==> config.mk <==
export PLATFORM = sky130hd
export DESIGN_NAME = weight_stream_manager
export DESIGN_NICKNAME = d
export VERILOG_FILES = /design/src/rtl/weight_stream_manager.sv
export SDC_FILE = /design/constraint.sdc
export NUM_CORES = 1
export LEC_CHECK = 0
export BUFFER_PORTS_ARGS = -buffer_cell sky130_fd_sc_hd__buf_2
export CORE_AREA = 2 2 275 277
export CTS_BUF_LIST = sky130_fd_sc_hd__clkbuf_4 sky130_fd_sc_hd__clkbuf_8 sky130_fd_sc_hd__clkbuf_16
export DETAILED_ROUTE_END_ITERATION = 7
export DIE_AREA = 0 0 277 279
export GPL_ROUTABILITY_DRIVEN = 0
export HOLD_SLACK_MARGIN = 0.08
export PLACE_DENSITY_LB_ADDON = 0.05
export SLEW_MARGIN = 20
export SYNTH_ARGS = -nofsm -noshare
export SYNTH_HDL_FRONTEND = slang
export SYNTH_SLANG_ARGS = --single-unit
==> constraint.sdc <==
create_clock -name clk -period 9.6 [get_ports clk]
set_clock_uncertainty 0.05 [all_clocks]
set_input_delay 1.92 -clock clk [delete_from_list [all_inputs] [get_ports clk]]
set_output_delay 1.92 -clock clk [all_outputs]
set_load 0.02 [all_outputs]
==> src/rtl/weight_stream_manager.sv <==
// weight_stream_manager: optionally writes a host weight package to DDR through the DataMover,
// then reads it back REPEAT times towards the PE array, chunked by MAX_BTT.
module weight_stream_manager #(
    parameter int DW      = 128,
    parameter int ADDR_W  = 32,
    parameter int MAX_BTT = 4194304,
    parameter int REP_W   = 6
) (
    input  logic          clk,
    input  logic          rst,
    input  logic          s_axis_cfg_tvalid,
    output logic          s_axis_cfg_tready,
    input  logic [31:0]   s_axis_cfg_tdata,
    input  logic          s_axis_weight_tvalid,
    output logic          s_axis_weight_tready,
    input  logic [DW-1:0] s_axis_weight_tdata,
    output logic          m_axis_s2mm_tvalid,
    input  logic          m_axis_s2mm_tready,
    output logic [DW-1:0] m_axis_s2mm_tdata,
    output logic          m_axis_s2mm_tlast,
    output logic          m_axis_s2mm_cmd_tvalid,
    input  logic          m_axis_s2mm_cmd_tready,
    output logic [71:0]   m_axis_s2mm_cmd_tdata,
    output logic          m_axis_mm2s_cmd_tvalid,
    input  logic          m_axis_mm2s_cmd_tready,
    output logic [71:0]   m_axis_mm2s_cmd_tdata,
    input  logic          s_axis_mm2s_tvalid,
    output logic          s_axis_mm2s_tready,
    input  logic [DW-1:0] s_axis_mm2s_tdata,
    output logic          m_axis_weight_tvalid,
    input  logic          m_axis_weight_tready,
    output logic [DW-1:0] m_axis_weight_tdata,
    output logic [2:0]    status,
    output logic          done
);
    localparam int BPB = DW / 8;
    localparam int LB  = $clog2(BPB);
    localparam int BCW = ADDR_W - LB;

    typedef enum logic [2:0] {
        IDLE   = 3'd0,
        CFG    = 3'd1,
        W_CMD  = 3'd2,
        W_DATA = 3'd3,
        R_CMD  = 3'd4,
        R_DATA = 3'd5,
        DONE   = 3'd6
    } state_t;

    state_t           state, state_n;
    logic [1:0]       word;
    logic             src;
    logic [REP_W-1:0] rep, rep_in, pass_cnt;
    logic [ADDR_W-1:0] w_addr, r_addr, addr;
    logic [31:0]      len, len_in, rem;
    logic [22:0]      btt;
    logic [BCW-1:0]   beat;
    logic [3:0]       tag;
    logic             cmd_valid;
    logic             in_cmd, cfg_hs, cmd_hs, beat_hs, last_beat, chunk_end, more, pass_more;
    logic [71:0]      cmd;

    assign in_cmd    = state == W_CMD || state == R_CMD;
    assign cfg_hs    = s_axis_cfg_tvalid && s_axis_cfg_tready;
    assign cmd_hs    = cmd_valid && (state == W_CMD ? m_axis_s2mm_cmd_tready : m_axis_mm2s_cmd_tready);
    assign beat_hs   = (state == W_DATA && s_axis_weight_tvalid && m_axis_s2mm_tready) ||
                       (state == R_DATA && s_axis_mm2s_tvalid && m_axis_weight_tready);
    assign len_in    = s_axis_cfg_tdata & ~32'(BPB - 1);
    assign rep_in    = s_axis_cfg_tdata[REP_W+25:26] == '0 ? REP_W'(1) : s_axis_cfg_tdata[REP_W+25:26];
    // rem only shrinks at chunk end, so btt stays constant across a command and its data beats
    assign btt       = rem > 32'(MAX_BTT) ? 23'(MAX_BTT) : rem[22:0];
    assign more      = rem != {9'h0, btt};
    assign last_beat = 32'(beat) == 32'(btt >> LB) - 32'd1;
    assign chunk_end = beat_hs && last_beat;
    assign pass_more = pass_cnt + REP_W'(1) < rep;
    assign cmd       = {4'h0, tag, 32'(addr), 1'b0, 1'b1, 6'h0, 1'b1, btt};

    always_ff @(posedge clk or posedge rst) begin
        if (rst) state <= IDLE;
        else     state <= state_n;
    end

    always_comb begin
        state_n = state;
        case (state)
            IDLE:    state_n = CFG;
            CFG:     if (cfg_hs && word == 2'd3) state_n = len_in == '0 ? DONE : (src ? R_CMD : W_CMD);
            W_CMD:   if (cmd_hs) state_n = W_DATA;
            W_DATA:  if (chunk_end) state_n = more ? W_CMD : R_CMD;
            R_CMD:   if (cmd_hs) state_n = R_DATA;
            R_DATA:  if (chunk_end) state_n = (more || pass_more) ? R_CMD : DONE;
            DONE:    state_n = CFG;
            default: state_n = IDLE;
        endcase
    end

    always_ff @(posedge clk or posedge rst) begin
        if (rst) begin
            word      <= '0;
            src       <= 1'b0;
            rep       <= '0;
            pass_cnt  <= '0;
            w_addr    <= '0;
            r_addr    <= '0;
            addr      <= '0;
            len       <= '0;
            rem       <= '0;
            beat      <= '0;
            tag       <= '0;
            cmd_valid <= 1'b0;
        end else begin
            cmd_valid <= in_cmd && !cmd_hs;
            if (cfg_hs) begin
                word <= word + 2'd1;
                if (word == 2'd0) begin
                    src <= s_axis_cfg_tdata[25];
                    rep <= rep_in;
                end
                if (word == 2'd1) w_addr <= ADDR_W'(s_axis_cfg_tdata);
                if (word == 2'd2) r_addr <= ADDR_W'(s_axis_cfg_tdata);
                if (word == 2'd3) begin
                    len      <= len_in;
                    rem      <= len_in;
                    addr     <= src ? r_addr : w_addr;
                    tag      <= '0;
                    pass_cnt <= '0;
                    beat     <= '0;
                end
            end
            if (beat_hs) beat <= last_beat ? '0 : beat + BCW'(1);
            // end of the write phase and every read pass both restart the chunk walk at r_addr
            if (chunk_end) begin
                if (more) begin
                    rem  <= rem - {9'h0, btt};
                    addr <= addr + ADDR_W'(btt);
                    tag  <= tag + 4'd1;
                end else begin
                    rem  <= len;
                    addr <= r_addr;
                    tag  <= '0;
                    if (state == R_DATA) pass_cnt <= pass_cnt + REP_W'(1);
                end
            end
        end
    end

    assign s_axis_cfg_tready      = state == CFG;
    assign m_axis_s2mm_tvalid     = s_axis_weight_tvalid && state == W_DATA;
    assign s_axis_weight_tready   = m_axis_s2mm_tready && state == W_DATA;
    assign m_axis_s2mm_tdata      = s_axis_weight_tdata;
    assign m_axis_s2mm_tlast      = state == W_DATA && last_beat;
    assign m_axis_weight_tvalid   = s_axis_mm2s_tvalid && state == R_DATA;
    assign s_axis_mm2s_tready     = m_axis_weight_tready && state == R_DATA;
    assign m_axis_weight_tdata    = s_axis_mm2s_tdata;
    assign m_axis_s2mm_cmd_tvalid = cmd_valid && state == W_CMD;
    assign m_axis_mm2s_cmd_tvalid = cmd_valid && state == R_CMD;
    assign m_axis_s2mm_cmd_tdata  = cmd;
    assign m_axis_mm2s_cmd_tdata  = cmd;
    assign status                 = state;
    assign done                   = state == DONE;

endmodule

==> reports/summary.txt, run 1 <==
=====================================================================================
Least-Margin Pin Slew                                                         1010 ps
Clock-pin slew of the registers on the worst-case setup and hold paths          60 ps
Run status                                                               finished, final reports clean
Initial core utilization                                                        20.8%
Synthesized instance count                                                       1790
Post-synth design cell area                                                 15400 um2
Cells after DPL                                                                  2539
Floorplan die height                                                           279 um
Proportion of layout cells with a drive suffix above 1                          20.9%
Clock network latency to the later pin of the worst-skew pair                  590 ps
Non-filler instance count after layout                                           2595
Total detailed-routing wirelength                                            63300 um
# IOs                                                                             709
Clock tree from TritonCTS                                                         yes
Yosys top cell area share                                                       33.6%
Yosys warning total                                                                 0
Final HPWL from detailed placement                                           45900 um
Via count of the first global-routing pass                                      12.3k
Number of endpoints failing setup at the final stage                                0
Nets                                                                             1938
Post-CTS setup buffer count                                                         0
Unrepaired setup endpoints after global routing                                 false
CTS Buf Count                                                                      31
Synth top cells by count                                                 buf_4 (343), nand2_1 (234), dfrtp_1 (207)
Maximum number of pins on one net before global-route repair                      122
Post-cts resize count                                                               0
Global route overflow                                                               0
Distinct cell type count after synthesis                                           80
Largest area contributor in the netlist                                       dfrtp_1
Share of synthesized area occupied by flip-flops and latches                    33.6%
Worst vdd rail ir drop                                                       0.129 mV
Sum of negative setup slack                                                      0 ps
Antenna violation net count after detailed routing                                  0
Post-route clock period utilization                                             84.9%
Port Buf Inserts                                                                  170
Placeable core region                                                       74100 um2
Worst EP required                                                             7630 ps
Final critical delay including setup and external delays                      8150 ps
Total design power                                                            2.17 mW
Startpoint Class                                                                 flop
Via-per-instance ratio                                                           4.65
Static leakage power                                                          7.46 nW
Ordered cell list for the critical path                                  nor4_1 -> nand2_1 -> nor2_4 -> nand2_1 -> ha_1 -> xnor2_1 -> inv_1 -> a2111oi_1 -> o2111ai_1 -> inv_1 -> nand4_1 -> nor3_1 -> buf_2
Total power density per cell area                                          137 nW/um2
Die boundary width                                                             277 um
Cell with the most instances after synthesis                                    buf_4
Number of DRC violations after detailed-routing iteration 0                       659
All-Layer GR Usage                                                              15.9%
Dpl ws                                                                        2040 ps
Global-route wire length before repair                                       91200 um
Headroom to the max-slew limit                                                  32.0%
CP max-delay cell                                                              nor4_1
Number of DRC violations after detailed routing                                     0
Root Buffer                                                                 clkbuf_16
Die Outline Area                                                            77300 um2
Critical setup path kind                                                      reg2out
Max-capacitance violation count                                                     0
Wire length per cell after detailed routing                                   24.4 um
Maximum buffer depth of the clock tree                                              3
Fillers                                                                          8206
Peak fanout along the critical path                                                24
Dominant register cell in the synthesized netlist                             dfrtp_1
Leading cell types by total area after synthesis                         dfrtp_1 (34%), buf_4 (17%), nand2_1 (5.7%)
Highest attainable clock frequency                                            123 MHz
Detailed-routing iteration count for the pre-antenna-repair pass                    5
H-tree depth                                                                        1
Max incr delay on CP                                                           790 ps
Total number of vias                                                            12.1k
Avg Cell Area, Syn                                                           8.61 um2
Ys async rst share                                                               100%
Number of synthesized flops with an enable pin                                      0
Final count of hold timing violations                                               0
Initial antenna violation count                                                     3
Tightest Hold Check Type                                                      reg2reg
Worst Setup Slack, final                                                      1450 ps
Kind of capture point of the worst setup path                             output port
Layout overhead on the synthesized area                                         3.02%
Endpoint arrival time on the critical path                                    6180 ps
Rows                                                                              100
Number of max-slew violations in the final report                                   0
Count of hold-fix buffers inserted at cts                                           0
Flip-flop and latch count after synthesis                                         207
Sink Count                                                                        207
=====================================================================================
-- cells in the final DEF (no fill, tap or decap), types with 27 or more instances in the layout --
| master | count |
|---|---|
| conb_1 | 27 |
| nand2_1 | 232 |
| xnor2_1 | 38 |
| o21ai_0 | 107 |
| clkbuf_16 | 31 |
| and3_1 | 47 |
| mux2_2 | 70 |
| a21oi_1 | 76 |
| nor2_1 | 85 |
| ha_1 | 37 |
| dfrtp_1 | 206 |
| o211ai_1 | 35 |
| inv_1 | 33 |
| nand3_1 | 34 |
| buf_2 | 170 |
| mux2i_1 | 39 |
-- path summary, 6_finish.rpt --
kind	from	to	slack, ps	cells after the start
worst min register to register	len[10]	len[10]	430	2
worst max register to register	rem[26]	pass_cnt[5]	2520	15
worst min-delay path	len[10]	len[10]	430	2
worst max-delay path	rem[26]	m_axis_s2mm_tlast	1450	13
min in group asynchronous	rst	beat[22]	1340	2
max in group asynchronous	rst	w_addr[17]	6980	3
-- final cells by class --
type	instances	area [um2]	area share [%]
Clock inverter	11	140	0.883
Clock buffer	44	917	5.78
Sequential cell	207	5180	32.6
Inverter	34	135	0.851
Antenna cell	1	2.50	0.0158
Tap cell	969	1210	7.64
Timing Repair Buffer	187	991	6.24
Multi-Input combinational cell	1142	7290	45.9
-- power breakdown --
part / total [mW] / switching [mW] / internal (mW) / leakage [nW]
Combinational: 0.0856 / 0.0652 / 0.0204 / 4.09
Sequential: 0.886 / 0.00877 / 0.877 / 2.84
Clock: 1.20 / 0.463 / 0.739 / 0.531
Total: 2.17 / 0.537 / 1.64 / 7.46
-- layer usage --
metal	share of wire, %	vias up	GRT usage, %
li1	-	5521	-
met1	46	5961	21.4
met2	43	479	23.9
met3	8.5	107	5.73
met4	2.1	6	4.03
met5	0.12	-	0.625
-- critical path, delay by kind of cell, from the launching register on --
kind,cells,cell delay (ps)
simple gates,6,3140
compound gates,2,870
buf+inv,3,470
flops,1,420
fa+ha+maj,1,410
xor+xnor,1,270
-- per-stage QoR --
stage | hold WS [ps] | instance area [um2] | utilization (%)
6_report | 425 | 15900 | 21.4
5_1_grt | 450 | 15900 | 21.4
4_1_cts | 427 | 15900 | 21.4
3_5_place_dp | 413 | 14800 | 20.0
3_3_place_gp | 410 | 14800 | 20.0
2_1_floorplan | 395 | 15500 | -
-- flip-flops by register name (all words and copies together) (netlist names) --
signal,cells
addr,32
beat,28
cmd_valid,1
len,28
pass_cnt,6
r_addr,32
rem,32
rep,6
src,1
status,3
tag,4
w_addr,32
word,2
-- logic make-up (layout without fill, tap and decap cells) --
family,Yosys count,in the layout,share of synthesized area [%]
and+or+nand+nor,545,545,17.1
buffers and inverters,466,276,19.8
AOI/OAI and AO/OA,370,370,15.6
DFF,207,207,33.6
muxes,109,109,7.65
xor gates and xnor gates,53,53,3.01
adders and majority gates,38,38,3.14
other,2,28,0.0488
Note: power is estimated with default switching activity, not from simulation.
==> run 2: changes to the inputs <==
==> constraint.sdc (replaced) <==
create_clock -name clk -period 7.7 [get_ports clk]
set_clock_uncertainty 0.05 [all_clocks]
set_input_delay 1.54 -clock clk [delete_from_list [all_inputs] [get_ports clk]]
set_output_delay 1.54 -clock clk [all_outputs]
set_load 0.02 [all_outputs]
==> run 2 against run 1 <==
Effect of this change:
- combinational power rose by 25%
- first-iteration DRC count fell by 5.9%
- flip-flop and latch count did not move
- power rose by 30%
- critical path type unchanged
- non-clock buffer count rose by 9
- core utilization rose by 0.19 points
- critical path depth rose by 2
- critical endpoint unchanged
- die area did not move
- final area rose by 0.90%
- count of clock-buffer cells in the layout fell by 1
==> reports/summary.txt, run 2 (same netlist as run 1, synthesis figures left out) <==
=====================================================================================
Maximum buffer depth of the clock tree                                              3   unchanged
Endpoint arrival time on the critical path                                    5540 ps   -640 ps
Max-capacitance violation count                                                     0   unchanged
Headroom to the max-slew limit                                                  33.1%   +1.2 points
# IOs                                                                             709   unchanged
Number of DRC violations after detailed routing                                     0   unchanged
Root Buffer                                                                 clkbuf_16
Via count of the first global-routing pass                                      12.2k   -0.97%
Critical register-to-register path startpoint                                  rem[8]
Antenna violation net count after detailed routing                                  0   unchanged
Via-per-instance ratio                                                           4.63   -0.46%
Worst EP required                                                             6110 ps   -1520 ps
Sink Count                                                                        207   unchanged
Proportion of layout cells with a drive suffix above 1                          21.4%   +0.44 points
Launch point of the worst path                                                 rem[8]
Worst reg2reg setup slack                                                     1470 ps   -1050 ps
Total power density per cell area                                          177 nW/um2   +29%
Post-cts resize count                                                               0   unchanged
Peak fanout along the critical path                                                15   -38%
Finished Core Util                                                              21.6%   +0.19 points
Worst vdd rail ir drop                                                       0.166 mV   +29%
Critical setup path kind                                                      reg2out
Die Outline Area                                                            77300 um2   unchanged
Kind of capture point of the worst setup path                             output port
Fillers                                                                          8231   +0.30%
Static leakage power                                                          7.54 nW   +1.1%
Area of all placed cells without fillers                                    16000 um2   +0.90%
Detailed-routing iteration count for the pre-antenna-repair pass                    7   +2
Global-route wire length before repair                                       91100 um   -0.14%
Port Buf Inserts                                                                  170   unchanged
Unrepaired setup endpoints after global routing                                 false
Sum of negative setup slack                                                      0 ps   unchanged
Instance area at placement                                                  14900 um2   +0.37%
Number of max-slew violations in the final report                                   0   unchanged
Total detailed-routing wirelength                                            63300 um   about the same
Final critical delay including setup and external delays                      7130 ps
Commonest non-fill, non-tap cell in the layout                                nand2_1
Total number of vias                                                            12.1k   -0.075%
Combined area of the multi-input logic cells                                 7290 um2   unchanged
All-Layer GR Usage                                                              16.0%   +0.080 points
Number of endpoints failing setup at the final stage                                0   unchanged
Final HPWL from detailed placement                                           46200 um   +0.56%
Count of hold-fix buffers inserted at cts                                           0   unchanged
Initial antenna violation count                                                     1   -2
Post-route clock period utilization                                             92.5%
Critical path endpoint                                                   m_axis_s2mm_tlast
Rows                                                                              100   unchanged
Floorplan die height                                                           279 um   unchanged
Highest attainable clock frequency                                            140 MHz
Register-to-Register Path Depth                                                    17   +2
Nets                                                                             1947   +0.46%
Startpoint Class                                                                 flop
Die boundary width                                                             277 um   unchanged
Most used cells in the layout excluding fill and tap cells               nand2_1 (232), dfrtp_1 (206), buf_2 (170)
CTS Buf Count                                                                      31   unchanged
Run status                                                               finished, final reports clean
Sequential Area                                                              5180 um2   unchanged
H-tree depth                                                                        1   unchanged
Tightest Hold Check Type                                                      reg2reg
Wire length per cell after detailed routing                                   24.3 um   -0.48%
Clock tree from TritonCTS                                                         yes
Placeable core region                                                       74100 um2   unchanged
Global route overflow                                                               0   unchanged
Layout overhead on the synthesized area                                         3.95%
Initial core utilization                                                        20.8%   unchanged
Worst flop-to-flop path endpoint                                          pass_cnt[3]
Number of DRC violations after detailed-routing iteration 0                       620   -5.9%
Clock-pin slew of the registers on the worst-case setup and hold paths          60 ps   about the same
Final count of hold timing violations                                               0   unchanged
Maximum number of pins on one net before global-route repair                       92   -25%
Least-Margin Pin Slew                                                         1000 ps   -14.9 ps
Clock network latency to the later pin of the worst-skew pair                  590 ps   about the same
Post-CTS setup buffer count                                                         0   unchanged
=====================================================================================
-- run 2: worst min-delay path by stage --
stage                        from      end  slack, ps  cells after the start
after CTS                 len[19]  len[19]        430                      2
final                     len[22]  len[22]        430                      2
after global routing      len[19]  len[19]        450                      2
after floorplan           len[18]  len[18]        400                      2
after detailed placement  len[19]  len[19]        410                      2
after global placement    len[20]  len[20]        420                      2
-- run 2: area by class of cell --
type | instances | share of cell area (%)
Clock inverter | 12 | 1.49
Tap cell | 969 | 7.57
Clock buffer | 43 | 5.64
Timing Repair Buffer | 196 | 6.53
Inverter | 34 | 0.844
Antenna cell | 2 | 0.0313
Multi-Input combinational cell | 1142 | 45.5
Sequential cell | 207 | 32.4
-- run 2: stage by stage --
| stage | worst slack (ps) | hold slack [ps] | cells | total power [mW] |
|---|---|---|---|---|
| floorplan | 458 | 395 | 1815 | 1.38 |
| global placement | 1180 | 416 | 2548 | 1.24 |
| detailed placement | 1160 | 415 | 2548 | 1.23 |
| CTS | 487 | 430 | 2603 | 2.90 |
| global route | 115 | 449 | 2603 | 2.95 |
| finish | 575 | 426 | 2605 | 2.83 |
-- run 2: critical path, cell delays in order (launching register included) --
cell and delay [ps]:
dfrtp_1 520, nor4_1 700, and4_1 320, a21oi_1 70, buf_4 240, nor2_4 220
nand2_1 110, ha_1 420, xnor2_1 270, inv_1 80, a2111oi_1 600, o2111ai_1 250
inv_1 100, nand4_1 260, nor3_1 510, buf_2 260
-- run 2: per-layer routing --
metal	vias up	global-route usage [%]	wire, um
met4	4	4.35	1520
met2	489	24.1	27500
met1	5897	21.9	29300
met5	-	0.625	57
met3	116	4.96	4840
li1	5559	-	-
-- run 2: where the power goes --
part	internal (mW)	switching (mW)	total [mW]	leakage (nW)
Clock	1.04	0.575	1.62	0.572
Combinational	0.0249	0.0816	0.107	4.13
Sequential	1.09	0.0106	1.10	2.84
Total	2.16	0.667	2.83	7.54
